[config.mk]
export PLATFORM = sky130hd
export DESIGN_NAME = stopwatch_ctrl
export DESIGN_NICKNAME = d
export VERILOG_FILES = /design/src/rtl/stopwatch_pkg.sv /design/src/rtl/sec_prescaler.sv /design/src/rtl/stopwatch_ctrl.sv
export SDC_FILE = /design/constraint.sdc
export NUM_CORES = 1
export LEC_CHECK = 0
export CORE_MARGIN = 1
export CORE_UTILIZATION = 45
export DETAILED_ROUTE_END_ITERATION = 7
export HOLD_SLACK_MARGIN = 0.06
export PLACE_DENSITY = 0.66
export SYNTH_ARGS = -nofsm -noshare
export SYNTH_HDL_FRONTEND = slang
export SYNTH_HIERARCHICAL = 1
export SYNTH_SLANG_ARGS = --single-unit
[constraint.sdc]
create_clock -name clk -period 7 [get_ports clk]
set_input_delay 2.1 -clock clk [delete_from_list [all_inputs] [get_ports clk]]
set_output_delay 2.1 -clock clk [all_outputs]
set_load 0.02 [all_outputs]
[src/rtl/stopwatch_pkg.sv]
// Shared definitions for the stopwatch control path: FSM state encoding
// and the display field widths used by the minutes/seconds registers.
package stopwatch_pkg;

    typedef enum logic [1:0] {
        ST_IDLE  = 2'd0,
        ST_RUN   = 2'd1,
        ST_PAUSE = 2'd2,
        ST_OVF   = 2'd3
    } state_t;

    localparam int MIN_W = 7;
    localparam int SEC_W = 6;

endpackage

[src/rtl/sec_prescaler.sv]
// One-second prescaler: counts clk cycles while running, freezes while
// held, and decodes the terminal count into a single-cycle tick.
module sec_prescaler #(
    parameter int TICKS_PER_SEC = 50_000_000
) (
    input  logic clk,
    input  logic rst,
    input  logic run,
    input  logic hold,
    input  logic zero,
    output logic tick
);

    localparam int                CNT_W = $clog2(TICKS_PER_SEC);
    localparam logic [CNT_W-1:0]  LAST  = CNT_W'(TICKS_PER_SEC - 1);

    logic [CNT_W-1:0] r_pre_cnt;

    // Prescaler counter: zero wins, then hold keeps a partial second, run counts and wraps.
    always_ff @(posedge clk or posedge rst) begin
        // NOTE: state registers use non-blocking assignments so every flop samples pre-edge values.
        if (rst) begin
            r_pre_cnt <= '0;
        end else if (zero) begin
            r_pre_cnt <= '0;
        end else if (hold) begin
            r_pre_cnt <= r_pre_cnt;
        end else if (run) begin
            r_pre_cnt <= (r_pre_cnt == LAST) ? '0 : r_pre_cnt + 1'b1;
        end
    end

    // Terminal-count decode; combinational so the seconds counter sees it in the same cycle.
    always_comb begin
        tick = run && (r_pre_cnt == LAST);
    end

endmodule

[src/rtl/stopwatch_ctrl.sv]
// Stopwatch sequencing controller: run/pause/clear FSM, minutes register
// and the enable/clear strobes for the external 0-59 seconds counter.
// Optional lap capture is compiled in with `define STOPWATCH_LAP_EN.
module stopwatch_ctrl
    import stopwatch_pkg::*;
#(
    parameter int TICKS_PER_SEC = 50_000_000,
    parameter int MAX_MIN       = 99
) (
    input  logic             clk,
    input  logic             rst,
    input  logic             start,
    input  logic             stop,
    input  logic             clear,
    input  logic             sec_done,
`ifdef STOPWATCH_LAP_EN
    input  logic             lap,
    input  logic [SEC_W-1:0] sec_value,
    output logic [MIN_W-1:0] lap_min,
    output logic [SEC_W-1:0] lap_sec,
    output logic             lap_valid,
`endif
    output logic             sec_en,
    output logic             sec_clear,
    output logic [MIN_W-1:0] minutes,
    output logic             running,
    output logic             overflow
);

    localparam logic [MIN_W-1:0] MAX_MIN_V = MIN_W'(MAX_MIN);

    state_t           r_state;
    state_t           w_state_nxt;
    logic [MIN_W-1:0] r_minutes;
    logic             w_tick;
    logic             w_pre_zero;
    logic             w_sec_step;
    logic             w_min_last;

    // A counted second that is also the 59th second of a minute.
    assign w_sec_step = w_tick && sec_done;
    assign w_min_last = (r_minutes == MAX_MIN_V);
    // Clear zeroes the prescaler on its own edge so an immediate start begins a full second.
    assign w_pre_zero = clear || (r_state == ST_IDLE) || (r_state == ST_OVF);

    sec_prescaler #(
        .TICKS_PER_SEC(TICKS_PER_SEC)
    ) u_prescaler (
        .clk (clk),
        .rst (rst),
        .run (r_state == ST_RUN),
        .hold(r_state == ST_PAUSE),
        .zero(w_pre_zero),
        .tick(w_tick)
    );

    // State register.
    always_ff @(posedge clk or posedge rst) begin
        if (rst) r_state <= ST_IDLE;
        else     r_state <= w_state_nxt;
    end

    // Next-state logic with clear > stop > start priority.
    always_comb begin
        // NOTE: default assignment first so no path leaves w_state_nxt unassigned (no latch).
        w_state_nxt = r_state;
        if (clear) begin
            w_state_nxt = ST_IDLE;
        end else begin
            unique case (r_state)
                ST_IDLE:  if (start && !stop) w_state_nxt = ST_RUN;
                ST_RUN: begin
                    if (w_sec_step && w_min_last) w_state_nxt = ST_OVF;
                    else if (stop)                w_state_nxt = ST_PAUSE;
                end
                ST_PAUSE: if (start && !stop) w_state_nxt = ST_RUN;
                ST_OVF:   w_state_nxt = ST_OVF;
                default:  w_state_nxt = ST_IDLE;
            endcase
        end
    end

    // Outputs decoded from the current state and inputs.
    always_comb begin
        sec_en    = w_tick;
        sec_clear = clear;
        running   = (r_state == ST_RUN);
        overflow  = (r_state == ST_OVF);
        minutes   = r_minutes;
    end

    // Minutes register: cleared by clear, bumped on the 59->0 second, saturates at MAX_MIN.
    always_ff @(posedge clk or posedge rst) begin
        if (rst) begin
            r_minutes <= '0;
        end else if (clear) begin
            r_minutes <= '0;
        end else if (w_sec_step && !w_min_last) begin
            r_minutes <= r_minutes + 1'b1;
        end
    end

`ifdef STOPWATCH_LAP_EN
    logic [MIN_W-1:0] r_lap_min;
    logic [SEC_W-1:0] r_lap_sec;
    logic             r_lap_valid;

    // Lap capture in RUN/PAUSE; r_minutes is still the pre-increment value on a rollover edge.
    always_ff @(posedge clk or posedge rst) begin
        if (rst) begin
            r_lap_min   <= '0;
            r_lap_sec   <= '0;
            r_lap_valid <= 1'b0;
        end else if (clear) begin
            r_lap_min   <= '0;
            r_lap_sec   <= '0;
            r_lap_valid <= 1'b0;
        end else if (lap && ((r_state == ST_RUN) || (r_state == ST_PAUSE))) begin
            r_lap_min   <= r_minutes;
            r_lap_sec   <= sec_value;
            r_lap_valid <= 1'b1;
        end
    end

    assign lap_min   = r_lap_min;
    assign lap_sec   = r_lap_sec;
    assign lap_valid = r_lap_valid;
`endif

endmodule
# After elaboration in Yosys (flattened, before gate mapping)
# Index checks and enable logic that the tools add are counted.
[word_totals]
reg_bits = 35
latch_bits = 0
ramBits = 0
mem_bits_ro = 0
memories = 0
[classes]
n_addsub = 2
multipliers = 0
div = 0
magnitude_cmp = 0
eq_ne = 8
shifts = 0
n_mux = 11
bitwise = 0
reduce_logical = 15
[ops]
columns = ["operator", "n"]
rows = [
  ["26-bit two-way mux", 4],
  ["26-bit by 1-bit adder with 26-bit output, second input constant", 1],
  ["26-bit == test, second input constant", 1],
  ["7-bit two-way mux", 2],
  ["2-bit two-way mux", 4],
  ["7-bit by 1-bit adder with 7-bit output, second input constant", 1],
  ["7-bit == test, second input constant", 1],
  ["2-bit case mux with 3 select lines", 1],
  ["1-bit logical AND", 5],
  ["2-bit == test, second input constant", 2],
  ["4-bit != test, second input constant", 1],
  ["2-bit AND reduction", 2],
  ["2-bit nonzero test", 2],
  ["3-bit by 1-bit != test with 1-bit output, second input constant", 1],
  ["2-bit by 1-bit == test with 1-bit output, second input constant", 1],
  ["1-bit zero test", 2],
  ["2-bit zero test", 1],
  ["1-bit logical OR", 2],
  ["2-bit != test, second input constant", 1],
  ["2-bit OR reduction", 1],
]

# Longest topological paths before layout
[depth]
depth_word = 7
depth_mapped = 7

# By module
# The synthesis kept the hierarchy.
[modules_own_cells]
columns = ["mod", "n_inst", "cells_each", "area_each_um2", "seq_area_each_um2"]
rows = [
  ["sec_prescaler", 1, 172, 1607.8, 650.6],
  ["stopwatch_ctrl", 1, 59, 560.5, 225.2],
]

# Worst setup path after synthesis
# Ideal clock, no wire load.
[synth_path]
path_type = "input to output"
from = "input clear"
to = "output sec_clear"
t_arrival_ns = 2.234
t_required_ns = 4.900
slack_ns = 2.666
stages = 1
path_buffers = 1
cell_sequence = "buf_4"
[synth_lines]
columns = ["element", "line", "source"]
rows = [
  ["start: declaration", "stopwatch_ctrl.sv:14", "input logic clear,"],
  ["end: declaration", "stopwatch_ctrl.sv:24", "output logic sec_clear,"],
]
# No word-level cell between the ends.

# Worst setup path after layout
[layout_path]
from = "input clear"
to = "output sec_clear"
# No word-level cell between the ends.

==> results.toml <==
[status]
status = "finished, final reports clean"

[sta]
final_max_slew_viol_count = 0
max_freq_ghz = 0.177
finalSetupViolCount = 0
slew_headroom_pct = 30.7
whs_ps = 561
period_minus_slack_ps = 5640
finClkSkew_ps = 7.54
fin_setup_tns_ps = 0
tightest_slew_ps = 1040
finalCritPeriodShare_pct = 80.6
rsz0062_at_grt = "no"
timing_hold_violations_final = 0

[route]
route.vias.total = 1813
drt_iter0_drc = 77
drcViolationCount = 0
firstDrtPassIters = 4
ant_nets = 0
wirelength_um = 5020
wl_per_cell_um = 16.6
avgViaCountPerCell = 6.00

[flow_run]
drv_cap = 0

[worst_setup_path]
critical_path_class = "in2out"
path_buf_inv = 2
crit_path_max_incr_delay_ps = 750
endpoint_kind = "output pin"
worstPathArrival_ps = 3540
required_ps = 4900
crit_family = "buffers and inverters"
crit_fanout = 14
cp_slowest_cell = "clkdlybuf4s50_1"
startpoint_type = "primary input"
crit_top_cell = "clkdlybuf4s50_1"
cp_cell_sequence = "clkdlybuf4s50_1 > clkdlybuf4s50_1"

[cells_and_area]
drive_above_1_share_pct = 11.2
diodes = 0
nets = 257
area_growth_pct = 14.3

[logic_synthesis]
synth_top_family_by_area = "simple AND/OR/NAND/NOR gates"
synth_xor_area_share_pct = 4.85
ys_seq_area_share_pct = 40.4
syn_area_per_cell_sq_um = 9.39
synthCells = 231
ys_ff_latch = 35
synth_mux_area_share_pct = 2.02
yosys_warnings = 6
ys_dominant_reg_cell = "dfrtp_1"
yosys.area_share.simple_pct = 36.7
syn_nets = 239
synth_compound_area_share_pct = 12.8
async_reset_ff_share_pct = 100
syn_area_sq_um = 2170
synth_adder_area_share_pct = 1.15
synth-edff-count = 0
ys_types = 54

[clocking]
clock_path_buffers = 2
clock_latency_ps = 290
cts-root-buf = "clkbuf_8"
post_cts_buffers = 0
htree_levels = 2
hold_buffers = 0
post_cts_resized = 0
path_clk_slew_ps = 70
cts.sinks = 35
cts_tree = "yes"
cts_buffers = 5

[power]
p_sw_share_pct = 22.1
p_clk_share_pct = 42.2
power.internal_uw = 298
seqPwrFrac_pct = 53.0
powerDensity_nw_per_um2 = 155
peakVddDrop_uv = 99.1
p_leak_uw = 0.000953
total_power_uw = 383
switching_power_uw = 84.7
pwr-share-comb_pct = 4.8

[placement]
io_buffers = 16
hpwl_um = 3480
gp_congestion = 0.844

[floorplanning]
fp.dieArea_sq_um = 5100
start_util_pct = 48.1
num_rows = 24
die-width_um = 71.4
io_pins = 17
die_y_um = 71.4
core_sq_um = 4500

[global_routing]
grt_max_degree = 28
grt_pass1_vias = 1761
globalRouteTotalUtil_pct = 22.6
antenna_found_initial = 0
grt_pass1_wl_um = 8860
globalRouteOverflowTotal = 0

[hold_path]
hp-class = "reg2reg"
## synth_stat cells, types with 4 or more instances
master | number | area share (%)
nor2_1 | 23 | 4.0
or4_1 | 10 | 3.5
o21ai_1 | 7 | 1.6
and3_1 | 7 | 2.0
nand2b_1 | 7 | 2.0
clkbuf_1 | 4 | 0.69
dfrtp_1 | 35 | 40
nand4_1 | 5 | 1.4
a21oi_1 | 17 | 3.9
nand3_1 | 17 | 3.9
xor2_1 | 12 | 4.8
o21ai_0 | 5 | 1.2
inv_1 | 4 | 0.69
nand2_1 | 18 | 3.1
## path summary, 6_finish.rpt
kind                                           start                         to  slack, ps  cells past startpoint
min in group asynchronous                        rst                 minutes[2]       2100                      2
max in group asynchronous                        rst  u_prescaler/r_pre_cnt[20]       3980                      2
hold reg to reg            u_prescaler/r_pre_cnt[22]  u_prescaler/r_pre_cnt[22]        560                      2
hold / removal             u_prescaler/r_pre_cnt[22]  u_prescaler/r_pre_cnt[22]        560                      2
setup reg to reg           u_prescaler/r_pre_cnt[18]                 minutes[0]       4370                      6
setup / recovery                               clear                  sec_clear       1360                      2
## flip-flops by register name, summed over array words and instances (netlist names)
register / cells
r_state: 2
u_prescaler/r_pre_cnt: 26
minutes: 7
## power groups by stage
stage	logic [uW]	registers, uW	clock network [uW]
global route	20.6	203	179
finish	18.4	203	162
floorplan	10.8	207	0
global placement	18.6	207	0
CTS	18.8	203	168
detailed placement	18.7	207	0
## cell usage in the layout (no fill, tap or decap), drive strengths merged, types with 8 or more instances in the layout
cell type / count
dfrtp: 35
nor2: 23
nand2: 19
nand3: 19
a21oi: 17
clkdlybuf4s50: 16
xor2: 12
o21ai: 12
or4: 10
clkbuf: 8
## logic make-up after synthesis
| logic type | after synthesis |
|---|---|
| simple gates | 123 |
| mux | 4 |
| buf+inv | 11 |
| xor+xnor | 12 |
| compound gates | 44 |
| fa+ha+maj | 2 |
| flops | 35 |
## layout make-up
class                           count  area (sq um)
Sequential cell                    35           876
Tap cell                           52          65.1
Timing Repair Buffer               18           175
Multi-Input combinational cell    185          1250
Inverter                            4          15.0
Clock buffer                        8           100
Fill cell                         415          2030
## metrics by stage
step	worst slack, ps	std cells	area, sq um	util (%)
detailed placement	1360	294	2380	52.8
CTS	1360	302	2480	55.0
floorplan	2670	231	2170	-
global route	1290	302	2480	55.0
global placement	1370	294	2380	52.8
finish	1360	302	2480	55.0
## layer usage
layer,wire (um),track usage (%)
met1,2520,31.9
met2,2320,35.1
met3,121,4.64
met4,59,6.67
met5,0,0
(Power assumes the default switching activity.)
